[src/rtl/delay_line_ctrl.sv]
// delay_line_ctrl: sequences a dual-port block RAM as a circular audio delay line.
// Optional feature macro DELAY_FEEDBACK_EN mixes the scaled wet sample back into the written data.
module delay_line_ctrl #(
  parameter int DEPTH      = 16,
  parameter int ADDR_WIDTH = 4,
  parameter int DATA_WIDTH = 24
) (
  input  logic                  clk,
  input  logic                  reset,
  input  logic                  in_valid,
  output logic                  in_ready,
  input  logic [DATA_WIDTH-1:0] in_data,
  input  logic [ADDR_WIDTH-1:0] delay,
  input  logic [7:0]            fb_gain,
  output logic                  out_valid,
  input  logic                  out_ready,
  output logic [DATA_WIDTH-1:0] out_data,
  output logic                  ram_ena,
  output logic                  ram_wea,
  output logic [ADDR_WIDTH-1:0] ram_addra,
  output logic [DATA_WIDTH-1:0] ram_dia,
  output logic                  ram_enb,
  output logic [ADDR_WIDTH-1:0] ram_addrb,
  input  logic [DATA_WIDTH-1:0] ram_dob
);

  typedef enum logic [2:0] {IDLE, RD, CAP, WR, OUT} state_t;

  localparam logic [ADDR_WIDTH-1:0] DMAX    = ADDR_WIDTH'(DEPTH - 1);
  localparam logic [ADDR_WIDTH:0]   DEPTH_W = (ADDR_WIDTH + 1)'(DEPTH);

  state_t                state, state_n;
  logic                  in_ready_n, out_valid_n, ram_ena_n, ram_wea_n, ram_enb_n;
  logic [DATA_WIDTH-1:0] out_data_n, ram_dia_n;
  logic [ADDR_WIDTH-1:0] ram_addra_n, ram_addrb_n;
  logic [DATA_WIDTH-1:0] data_q, data_n, dly_q, dly_n;
  logic [ADDR_WIDTH-1:0] wr_ptr, wr_ptr_n, fill_cnt, fill_cnt_n, d_q, d_n;
  logic [ADDR_WIDTH-1:0] d_eff, rd_addr;
  logic [DATA_WIDTH-1:0] dly_now, wdata;

  // Clamp the requested delay into 1..DEPTH-1 and find the matching read slot behind wr_ptr.
  always_comb begin
    d_eff = delay;
    if (delay == '0)
      d_eff = ADDR_WIDTH'(1);
    else if (delay > DMAX)
      d_eff = DMAX;
    if (wr_ptr >= d_eff)
      rd_addr = wr_ptr - d_eff;
    else
      rd_addr = ADDR_WIDTH'(DEPTH_W + {1'b0, wr_ptr} - {1'b0, d_eff});
    dly_now = (fill_cnt < d_q) ? '0 : ram_dob;
  end

`ifdef DELAY_FEEDBACK_EN
  logic signed [DATA_WIDTH+8:0] fb_prod;
  logic signed [DATA_WIDTH+9:0] fb_sum;

  // Saturate whenever the sum's upper bits are not all copies of the sign bit.
  always_comb begin
    fb_prod = (DATA_WIDTH + 9)'($signed(dly_now)) * (DATA_WIDTH + 9)'($signed({1'b0, fb_gain}));
    fb_sum  = (DATA_WIDTH + 10)'($signed(data_q)) + (DATA_WIDTH + 10)'(fb_prod >>> 8);
    if (!(&fb_sum[DATA_WIDTH+9:DATA_WIDTH-1]) && (|fb_sum[DATA_WIDTH+9:DATA_WIDTH-1]))
      wdata = fb_sum[DATA_WIDTH+9] ? {1'b1, {(DATA_WIDTH-1){1'b0}}} : {1'b0, {(DATA_WIDTH-1){1'b1}}};
    else
      wdata = fb_sum[DATA_WIDTH-1:0];
  end
`else
  logic unused_fb_gain;
  assign unused_fb_gain = ^fb_gain;
  assign wdata = data_q;
`endif

  always_comb begin
    state_n     = state;
    in_ready_n  = in_ready;
    out_valid_n = out_valid;
    out_data_n  = out_data;
    ram_ena_n   = ram_ena;
    ram_wea_n   = ram_wea;
    ram_addra_n = ram_addra;
    ram_dia_n   = ram_dia;
    ram_enb_n   = ram_enb;
    ram_addrb_n = ram_addrb;
    data_n      = data_q;
    dly_n       = dly_q;
    wr_ptr_n    = wr_ptr;
    fill_cnt_n  = fill_cnt;
    d_n         = d_q;
    case (state)
      IDLE: begin
        if (in_valid && in_ready) begin
          data_n      = in_data;
          d_n         = d_eff;
          ram_enb_n   = 1'b1;
          ram_addrb_n = rd_addr;
          in_ready_n  = 1'b0;
          state_n     = RD;
        end
      end
      RD: begin
        ram_enb_n = 1'b0;
        state_n   = CAP;
      end
      CAP: begin
        dly_n       = dly_now;
        ram_ena_n   = 1'b1;
        ram_wea_n   = 1'b1;
        ram_addra_n = wr_ptr;
        ram_dia_n   = wdata;
        state_n     = WR;
      end
      WR: begin
        ram_ena_n   = 1'b0;
        ram_wea_n   = 1'b0;
        wr_ptr_n    = (wr_ptr == DMAX) ? '0 : wr_ptr + ADDR_WIDTH'(1);
        fill_cnt_n  = (fill_cnt == DMAX) ? fill_cnt : fill_cnt + ADDR_WIDTH'(1);
        out_data_n  = dly_q;
        out_valid_n = 1'b1;
        state_n     = OUT;
      end
      OUT: begin
        if (out_ready) begin
          out_valid_n = 1'b0;
          in_ready_n  = 1'b1;
          state_n     = IDLE;
        end
      end
      default: state_n = IDLE;
    endcase
  end

  // Every output is a flop; a reset drops any write still in flight.
  always_ff @(posedge clk or posedge reset) begin
    if (reset) begin
      state     <= IDLE;
      in_ready  <= 1'b1;
      out_valid <= 1'b0;
      out_data  <= '0;
      ram_ena   <= 1'b0;
      ram_wea   <= 1'b0;
      ram_addra <= '0;
      ram_dia   <= '0;
      ram_enb   <= 1'b0;
      ram_addrb <= '0;
      data_q    <= '0;
      dly_q     <= '0;
      wr_ptr    <= '0;
      fill_cnt  <= '0;
      d_q       <= '0;
    end else begin
      state     <= state_n;
      in_ready  <= in_ready_n;
      out_valid <= out_valid_n;
      out_data  <= out_data_n;
      ram_ena   <= ram_ena_n;
      ram_wea   <= ram_wea_n;
      ram_addra <= ram_addra_n;
      ram_dia   <= ram_dia_n;
      ram_enb   <= ram_enb_n;
      ram_addrb <= ram_addrb_n;
      data_q    <= data_n;
      dly_q     <= dly_n;
      wr_ptr    <= wr_ptr_n;
      fill_cnt  <= fill_cnt_n;
      d_q       <= d_n;
    end
  end

endmodule

[config.mk]
export PLATFORM = sky130hd
export DESIGN_NAME = delay_line_ctrl
export DESIGN_NICKNAME = d
export VERILOG_FILES = /design/src/rtl/delay_line_ctrl.sv
export SDC_FILE = /design/constraint.sdc
export NUM_CORES = 1
export LEC_CHECK = 0
export BUFFER_PORTS_ARGS = -buffer_cell sky130_fd_sc_hd__buf_2
export CORE_UTILIZATION = 43
export DETAILED_ROUTE_END_ITERATION = 8
export GPL_TIMING_DRIVEN = 1
export PLACE_DENSITY = 0.76
export REMOVE_ABC_BUFFERS = 1
export SYNTH_ARGS = -nofsm -noshare
export SYNTH_HDL_FRONTEND = slang
export SYNTH_SLANG_ARGS = --single-unit
[constraint.sdc]
create_clock -name clk -period 5.2 [get_ports clk]
set_input_delay 1.04 -clock clk [delete_from_list [all_inputs] [get_ports clk]]
set_output_delay 1.04 -clock clk [all_outputs]
set_load 0.02 [all_outputs]
==> metrics.sh, run 1 <==
GRT_PASS1_VIAS=3688
ACHIEVABLE-FREQUENCY_MHz=459
TRITONCTS_CLOCK_TREE='yes'
CRIT_PATH_CELL_TRACE='buf_2'
DP_HPWL_UM=6740
DIE_HEIGHT_UM=110
VIAS=3882
DRV.MAX_CAP_VIOLATION_COUNT=0
HOLDPATHSTAGES=2
NUM_ANTENNA_CELLS=0
CTS-ROOT-TO-SINK-BUFFERS=2
CRITICAL_PATH.STARTPOINT_TYPE='flip-flop'
START_UTIL_PCT=44.0
SYNTH_COMPOUND_AREA_SHARE_PCT=5.50
TOTAL_POWER_OF_THE_FINAL_LAYOUT_mW=3.98
ADDER_AND_MAJORITY_CELL_FRACTION_OF_THE_SYNTHESIZED_AREA_PCT=2.40
CTS_BUFFER_COUNT=17
POSTSYNTH.ASYNCRESETSHARE_PCT=100
POST_SYNTH_INST_COUNT=546
FINISH.NET_COUNT=727
NUMBER_OF_PLACEMENT_ROWS=39
SYNTH-MAIN-FF-CELL='dfrtp_1'
WORST_CLOCK_SKEW_NS=0.00624
CLOCK-SINKS=123
DIE_W_UM=110
SYNTH_TOP_CELLS_BY_COUNT='289 x nand2_1, 122 x dfrtp_1, 33 x o21ai_0'
ENDPOINT_KIND='output port'
WORST_SLEW_MARGIN_REL_PCT=20.5
P_PER_AREA_nW_PER_UM2=641
TOTAL_LEAKAGE_POWER_nW=3.44
POWER.IR.VDD_WORST_mV=0.359
CTS.HTREE.LEVELS=4
NFILLCELLS=1020
GRTUSAGETOTAL_PCT=19.0
NUMBER_OF_FLOPS_MAPPED_TO_ENABLE_CELLS_BY_YOSYS=0
VIA_PER_INST=4.80
NUMBER_OF_DRC_VIOLATIONS_AFTER_DETAILED_ROUTING_ITERATION_0=230
AREA_OF_THE_MULTI_INPUT_GATES_SQ_UM=1730
TIMING.RR.START='state[2]'
SYNTH_MUX_AREA_SHARE_PCT=0.675
FINAL_SETUP_VIOLATING_ENDPOINTS=0
TIMING_MAX_TRANSITION_VIOLATIONS_FINAL=0
POST_CTS_BUFFERS=0
YS_TYPES=33
WORSTSETUPPATHTYPE='flip-flop to output port'
ROUTED_LENGTH_PER_PLACED_INSTANCE_UM=13.2
CTS.HOLD.BUFFERS_ADDED=0
WORST_SKEW_PAIR_LATER_PIN_LATENCY_NS=0.41
SETUP-TNS-FINAL_NS=0
WORST_PATH_MAX_DELAY_CELL='dfstp_2'
MAX_SLEW.WORST_PIN.SLEW_NS=1.19
CORE-AREA_SQ_UM=11400
DRT-PASS1-ITER-COUNT=4
YOSYS.AREA_SHARE.XOR_XNOR_PCT=1.05
GRT_ANTENNA_BEFORE_REPAIR=0
TOP_LEVEL_PORTS=125
CP_TOP_FAMILY='flip-flops'
POSTLAYOUTCOREUTIL_PCT=54.6
GP_ROUTABILITY_CONGESTION=0.735
CLK_PIN_SLEW_NS=0.05
FINALHOLDVIOLATIONS=0
SYNTH_MOST_COMMON_CELL='nand2_1'
DRT_WL_TOTAL_UM=10700
SYNTH_SIMPLE_GATE_AREA_SHARE_PCT=24.7
GRT_MAX_DEGREE=76
POST_CTS_RESIZE_COUNT=0
TIMING.FINAL.CRIT_PERIOD_NS=2.18
HP-CLASS='flip-flop to flip-flop'
STATUS='complete, no violations'
MIN_PERIOD_OVER_PERIOD_PCT=41.9
POST_ROUTE_CELLS_DRIVE_ABOVE_1_SHARE_PCT=24.3
GLOBAL_ROUTE.OVERFLOW_TOTAL=0
WORST_EP_ARRIVAL_TIME_NS=1.14
YOSYS.AREA.TOP_TYPE='dfrtp_1'
FF_LATCH_AREA_SQ_UM=3080
LARGEST_CELLS_BY_AREA_AFTER_SYNTHESIS='dfrtp_1 61%, nand2_1 22%, o21ai_0 3.3%, ha_1 2.0%, buf_2 1.4%'
PORTBUFFERS=116
CRIT_FANOUT=5
UNREPAIRED_SETUP_ENDPOINTS_AFTER_GLOBAL_ROUTING='no'
CRITICAL_PATH.N_BUFFERS_INVERTERS=1
SYNTH_TOP_AREA_SHARE_PCT=61.0
NUMBER_OF_REGISTER_BITS_INFERRED_BY_SYNTHESIS=123
CTS-ROOT-BUF='clkbuf_16'
FLOORPLAN.DIE_AREA_SQ_UM=12100
SYNTH_TOP_FAMILY_BY_AREA='simple AND/OR/NAND/NOR gates'
BEGINNING_OF_THE_CRITICAL_PATH='in_ready'
DRC=0
SYN_AVG_CELL_AREA_SQ_UM=9.17
GRT_FIRST_PASS_WIRELENGTH_UM=17300
AREA_DELTA_SYNTH_FINAL_PCT=24.0
WORST_R2R_PATH_DEPTH=4
WORSTSETUPPATHDEPTH=1
HP-START='dly_q[23]'
ANTENNA_VIOLATING_NETS_POST_ROUTE=0
SYN-CELL-AREA_SQ_UM=5000
SYNTH-WARNING-COUNT=0
CRITICAL-PATH-MAX-STAGE-DELAY_NS=0.56
YOSYSSEQAREASHARE_PCT=61.5
CP.REQUIRED_NS=4.16
## logic make-up after synthesis
family / after synthesis
AND/OR/NAND/NOR: 313
flip-flops: 123
AO/OA/AOI/OAI: 52
buffers and inverters: 40
adder cells (fa/ha/maj): 9
XOR/XNOR: 6
multiplexers: 3
## power by group
part           internal (mW)  switching (mW)
clock                  0.733           0.395
combinational          0.415           0.890
sequential              1.32           0.230
total                   2.46            1.52
## state kept, by name, indices dropped and copies added, names as in the netlist, 3 cells and up
| name | count |
|---|---|
| data_q | 24 |
| dly_q | 24 |
| d_q | 4 |
| ram_addrb | 4 |
| state | 3 |
| ram_dia | 24 |
| wr_ptr | 4 |
| out_data | 24 |
| ram_addra | 4 |
| fill_cnt | 4 |
## final cells by class
cell class,count,share of cell area [%]
clock buffers,22,7.64
clock inverters,9,1.53
inverters,9,0.585
multi-input cells,383,27.9
flip-flops and latches,123,49.6
well taps,143,2.88
repair buffers,120,9.84
## per-stage QoR
step	hold WS, ns	instance area [sq um]	cells	setup WS, ns
floorplan	0.439	4830	515	0.891
global placement	0.444	5640	778	2.70
detailed placement	0.452	5640	778	2.64
CTS	0.463	6210	809	2.98
global route	0.480	6210	809	2.87
finish	0.459	6210	809	3.02
## cells in the final DEF, fill, tap and decap left out, drive strengths merged
master	n
inv	9
nor4	1
nand4	1
xnor2	4
and3b	1
nand2b	4
xor2	2
nand3	2
a21oi	11
or4	1
a31oi	1
nand2	291
buf	120
nor2	5
o21a	1
dfstp	1
nor3	2
fa	1
o41ai	1
dfrtp	122
clkbuf	22
ha	8
mux2	3
o21ai	38
or2	2
bufinv	2
nand3b	3
clkinv	7
## metal layers
metal / routed length, um / track usage, % / vias to the layer above
li1: - / - / 1920
met1: 4780 / 22.8 / 1833
met2: 5120 / 31.2 / 116
met3: 639 / 5.75 / 13
met4: 167 / 9.24 / 0
met5: 0 / 0 / -
## worst paths after layout
kind / endpoint / slack (ns)
setup / recovery: in_ready / 3.02
hold / removal: out_data[23] / 0.46
setup reg to reg: dly_q[21] / 3.10
hold reg to reg: out_data[23] / 0.46
max in group asynchronous: ram_dia[9] / 3.20
min in group asynchronous: out_data[21] / 0.82
(Power assumes the default switching activity.)
==> run 2, diff against run 1 <==
PLACE_DENSITY = 0.78   (was 0.76)
clock period = 1.9 ns   (was 5.2 ns; I/O delays follow)
==> metrics.sh, run 2 (same netlist as run 1, synthesis figures left out) <==
STATUS='complete, no violations'
CP.REQUIRED_NS=2.19
CTS-ROOT-TO-SINK-BUFFERS=2
DRC=0
P_PER_AREA_nW_PER_UM2=1780
FINAL_SETUP_VIOLATING_ENDPOINTS=0
LAYOUT_COMMON_CELLS='289 x nand2_1, 122 x dfrtp_1, 116 x buf_2'
TOP_LEVEL_PORTS=125
CTS.HOLD.BUFFERS_ADDED=0
PRE_CTS_WS_NS=0.0777
VIAS=4009
CTS.HTREE.LEVELS=4
CLOCK-SINKS=123
START_UTIL_PCT=44.0
PLACE.DETAILED.INSTANCES=787
FINISH.NET_COUNT=736
HP-CLASS='primary input to asynchronous set/reset pin'
CORE-AREA_SQ_UM=11400
AREA_DELTA_SYNTH_FINAL_PCT=26.5
CRITICAL_PATH.STARTPOINT_TYPE='flip-flop'
GP_ROUTABILITY_CONGESTION=0.796
FINALHOLDVIOLATIONS=0
POST_CTS_RESIZE_COUNT=0
TRITONCTS_CLOCK_TREE='yes'
TOTAL_POWER_OF_THE_FINAL_LAYOUT_mW=11.3
ENDPOINT_KIND='flip-flop'
WORST_R2R_PATH_DEPTH=4
NUMBER_OF_PLACEMENT_ROWS=39
DIE_HEIGHT_UM=110
ANTENNA_VIOLATING_NETS_POST_ROUTE=0
FINAL_COMMON_CELL='nand2_1'
CRIT_FANOUT=33
DP_HPWL_UM=7380
MIN_PERIOD_OVER_PERIOD_PCT=89.1
GRT_ANTENNA_BEFORE_REPAIR=0
NON_FILLER_INSTANCES=819
SETUP-TNS-FINAL_NS=0
CTS_BUFFER_COUNT=17
GRT_FIRST_PASS_WIRELENGTH_UM=18100
CRIT_PATH_CELL_TRACE='nand2_1 -> or4_4 -> nand2_1 -> nand2_1'
PORTBUFFERS=116
NUMBER_OF_DRC_VIOLATIONS_AFTER_DETAILED_ROUTING_ITERATION_0=275
ROUTED_LENGTH_PER_PLACED_INSTANCE_UM=13.7
TIMING_MAX_TRANSITION_VIOLATIONS_FINAL=0
MAX_SLEW.WORST_PIN.SLEW_NS=0.464
FINISH.INSTANCE_AREA_SQ_UM=6330
DRT-PASS1-ITER-COUNT=4
TIMING.FINAL.CRIT_PERIOD_NS=1.69
CTS-ROOT-BUF='clkbuf_16'
WORST_SKEW_PAIR_LATER_PIN_LATENCY_NS=0.41
SETUP_SLACK_NS=0.208
TOTAL_LEAKAGE_POWER_nW=3.50
ACHIEVABLE-FREQUENCY_MHz=591
GRT_MAX_DEGREE=88
GRT_PASS1_VIAS=3878
POST_ROUTE_CELLS_DRIVE_ABOVE_1_SHARE_PCT=25.3
WORST_CLOCK_SKEW_NS=0.00778
VIA_PER_INST=4.89
FLOORPLAN.DIE_AREA_SQ_UM=12100
CLK_PIN_SLEW_NS=0.05
WHS_NS=0.0836
WORST_PATH_MAX_DELAY_CELL='or4_4'
GLOBAL_ROUTE.OVERFLOW_TOTAL=0
POST_CTS_BUFFERS=0
PLACED_CELL_AREA_SQ_UM=5720
DRV.MAX_CAP_VIOLATION_COUNT=0
DRT_WL_TOTAL_UM=11200
WORSTSETUPPATHTYPE='flip-flop to flip-flop'
POSTLAYOUTCOREUTIL_PCT=55.7
CRITICAL-PATH-MAX-STAGE-DELAY_NS=0.65
POWER.IR.VDD_WORST_mV=0.922
UNREPAIRED_SETUP_ENDPOINTS_AFTER_GLOBAL_ROUTING='no'
CRIT_TOP_CELL='nand2_1'
WORST_SLEW_MARGIN_REL_PCT=69.0
NUM_ANTENNA_CELLS=0
GRTUSAGETOTAL_PCT=20.1
WORST_EP_ARRIVAL_TIME_NS=1.99
DIE_W_UM=110
## run 2: power breakdown
| part | switching [mW] | total, mW | internal [mW] |
|---|---|---|---|
| Sequential | 0.592 | 4.19 | 3.60 |
| Clock | 1.08 | 3.30 | 2.23 |
| Combinational | 2.53 | 3.78 | 1.25 |
## run 2: path summary, 6_finish.rpt
path | start | end | slack (ns)
worst min register to register | data_q[19] | ram_dia[19] | 0.46
worst min-delay path | reset | ram_dia[3] | 0.08
max in group asynchronous | reset | in_ready | 1.42
worst max-delay path | in_ready | data_q[1] | 0.21
min in group clk | in_data[11] | data_q[11] | 0.16
worst max register to register | in_ready | data_q[1] | 0.21
## run 2: metal layers
layer  vias to the layer above  part of all wire, %  global-route usage [%]
met2                       115                   49                    34.2
met4                         0                  1.5                    8.67
li1                       1937                    -                       -
met3                        15                  5.8                    6.05
met1                      1942                   43                    23.4
met5                         -                    0                       0
## run 2: area by class of cell
class / instances / area [sq um]
flip-flops and latches: 123 / 3080
inverters: 9 / 36.3
clock buffers: 25 / 505
repair buffers: 129 / 691
well taps: 143 / 179
multi-input cells: 383 / 1730
fillers: 1029 / 5040
clock inverters: 7 / 110
## run 2: worst max-delay path, delay by kind of cell (launching register included)
kind,cells,cell delay (ns)
and+or+nand+nor,4,1.00
DFF,1,0.56
==> run 3, diff against run 2 <==
CORE_UTILIZATION = 48   (was 43)
PLACE_DENSITY = 0.85   (was 0.78)
==> metrics.sh, run 3 (same netlist as run 1, synthesis figures left out) <==
POWER.IR.VDD_WORST_mV=1.01
GRT_ANTENNA_BEFORE_REPAIR=0
VIA_PER_INST=5.05
DIE_W_UM=104
MIN_PERIOD_OVER_PERIOD_PCT=87.2
NUMBER_OF_DRC_VIOLATIONS_AFTER_DETAILED_ROUTING_ITERATION_0=230
FINAL_COMMON_CELL='nand2_1'
CORE-AREA_SQ_UM=9950
POSTLAYOUTCOREUTIL_PCT=63.5
CTS-ROOT-BUF='clkbuf_8'
NUMBER_OF_PLACEMENT_ROWS=36
FLOORPLAN.DIE_AREA_SQ_UM=10800
UNREPAIRED_SETUP_ENDPOINTS_AFTER_GLOBAL_ROUTING='no'
WORST_SKEW_PAIR_LATER_PIN_LATENCY_NS=0.51
CTS.HTREE.LEVELS=4
CTS_BUFFER_COUNT=17
CRIT_FANOUT=33
DRC=0
COMBINATIONALPOWERSHARE_PCT=35.0
FINAL_SETUP_VIOLATING_ENDPOINTS=0
DP_HPWL_UM=7680
STATUS='complete, no violations'
FINISH.NET_COUNT=738
ENDPOINT_KIND='flip-flop'
DRT_WL_TOTAL_UM=11800
DIE_HEIGHT_UM=104
TIMING_MAX_TRANSITION_VIOLATIONS_FINAL=0
WORSTSETUPPATHTYPE='flip-flop to flip-flop'
VIAS=4092
MAX_SLEW.WORST_PIN.SLEW_NS=0.399
WORST_SLEW_MARGIN_REL_PCT=73.4
PORTBUFFERS=116
WORST_CLOCK_SKEW_NS=0.00805
P_PER_AREA_nW_PER_UM2=1770
DRT-PASS1-ITER-COUNT=5
ACHIEVABLE-FREQUENCY_MHz=603
START_UTIL_PCT=50.3
POST_ROUTE_CELLS_DRIVE_ABOVE_1_SHARE_PCT=25.8
WORST_EP_ARRIVAL_TIME_NS=2.06
POWER_SWITCHING_mW=4.42
GP_ROUTABILITY_CONGESTION=0.782
TOTAL_POWER_OF_THE_FINAL_LAYOUT_mW=11.2
TOTAL_LEAKAGE_POWER_nW=3.49
TIMING.FINAL.CRIT_PERIOD_NS=1.66
CP.REQUIRED_NS=2.30
GRTUSAGETOTAL_PCT=23.3
AREA_DELTA_SYNTH_FINAL_PCT=26.3
CTS-ROOT-TO-SINK-BUFFERS=2
GRT_PASS1_VIAS=4199
FINALHOLDVIOLATIONS=0
P_INT_mW=6.79
HP-CLASS='primary input to flip-flop'
TRITONCTS_CLOCK_TREE='yes'
GRT_FIRST_PASS_WIRELENGTH_UM=19900
DRV.MAX_CAP_VIOLATION_COUNT=0
WHS_NS=0.0601
CLK_PIN_SLEW_NS=0.06
LAYOUT_COMMON_CELLS='289 x nand2_1, 122 x dfrtp_1, 116 x buf_2'
SWITCHING_SHARE_PCT=39.4
POWER_FRAC_CLOCK_PCT=27.6
P_SEQ_SHARE_PCT=37.4
GLOBAL_ROUTE.OVERFLOW_TOTAL=0
CLOCK-SINKS=123
ROUTED_LENGTH_PER_PLACED_INSTANCE_UM=14.6
TOP_LEVEL_PORTS=125
CRITICAL_PATH.STARTPOINT_TYPE='flip-flop'
NUM_ANTENNA_CELLS=0
ANTENNA_VIOLATING_NETS_POST_ROUTE=0
GRT_MAX_DEGREE=51
-- run 3: changes by cell type in the layout (fill, tap and decap cells not counted), sizes merged --
cell         change
clkinv           +1
clkbuf           -7
bufinv           -1
dlygate4sd3      +1
inv              +3
clkinvlp         +4
buf              +1
-- run 3: final cells by class --
class	count	area (sq um)
sequential	123	3080
tap	133	166
fill	827	3630
timing repair buffer	131	733
clock inverter	14	145
clock buffer	18	428
inverter	9	36.3
multi-input combinational	383	1730
-- run 3: per-layer routing --
metal	routed length, um	up-vias	global-route usage [%]
li1	-	1947	-
met1	5100	1961	29.4
met2	5810	169	39.0
met3	772	15	5.83
met4	127	0	7.86
met5	0	-	0
-- run 3: stage by stage --
step | setup slack [ns] | cell area, sq um | std cells | setup TNS [ns]
floorplan | -1.75 | 4830 | 515 | -251.66
global placement | 0.106 | 5740 | 778 | 0
detailed placement | 0.0632 | 5740 | 778 | 0
CTS | 0.222 | 6320 | 811 | 0
global route | 0.122 | 6320 | 811 | 0
finish | 0.242 | 6320 | 811 | 0
-- run 3: worst paths after layout --
| check | cells past startpoint | slack (ns) | from | to |
|---|---|---|---|---|
| setup / recovery | 4 | 0.24 | in_ready | data_q[22] |
| min in group asynchronous | 3 | 0.36 | reset | out_data[1] |
| hold reg to reg | 2 | 0.46 | data_q[18] | ram_dia[18] |
| setup reg to reg | 4 | 0.24 | in_ready | data_q[22] |
| max in group asynchronous | 4 | 0.92 | reset | in_ready |
| hold / removal | 3 | 0.06 | in_data[3] | data_q[3] |
-- run 3: what timing repair did --
action | in CTS | in global routing
hold buffers | 1 | 0
endpoints found under the hold margin | 15 | 0
buffers inserted | 0 | 0
resized for setup | 0 | 0
-- run 3: critical path: stages (launching register included) --
cell,delay [ns]
dfstp_2,0.56
nand2_1,0.11
or4_4,0.64
nand2_1,0.16
nand2_1,0.06
-- run 3: power groups by stage --
stage	sequential, mW	combinational [mW]	clock [mW]
2_1_floorplan	4.81	1.72	0
3_3_place_gp	4.15	3.74	0
3_5_place_dp	4.22	3.91	0
4_1_cts	4.19	3.96	3.15
5_1_grt	4.31	4.35	3.25
6_report	4.19	3.92	3.10
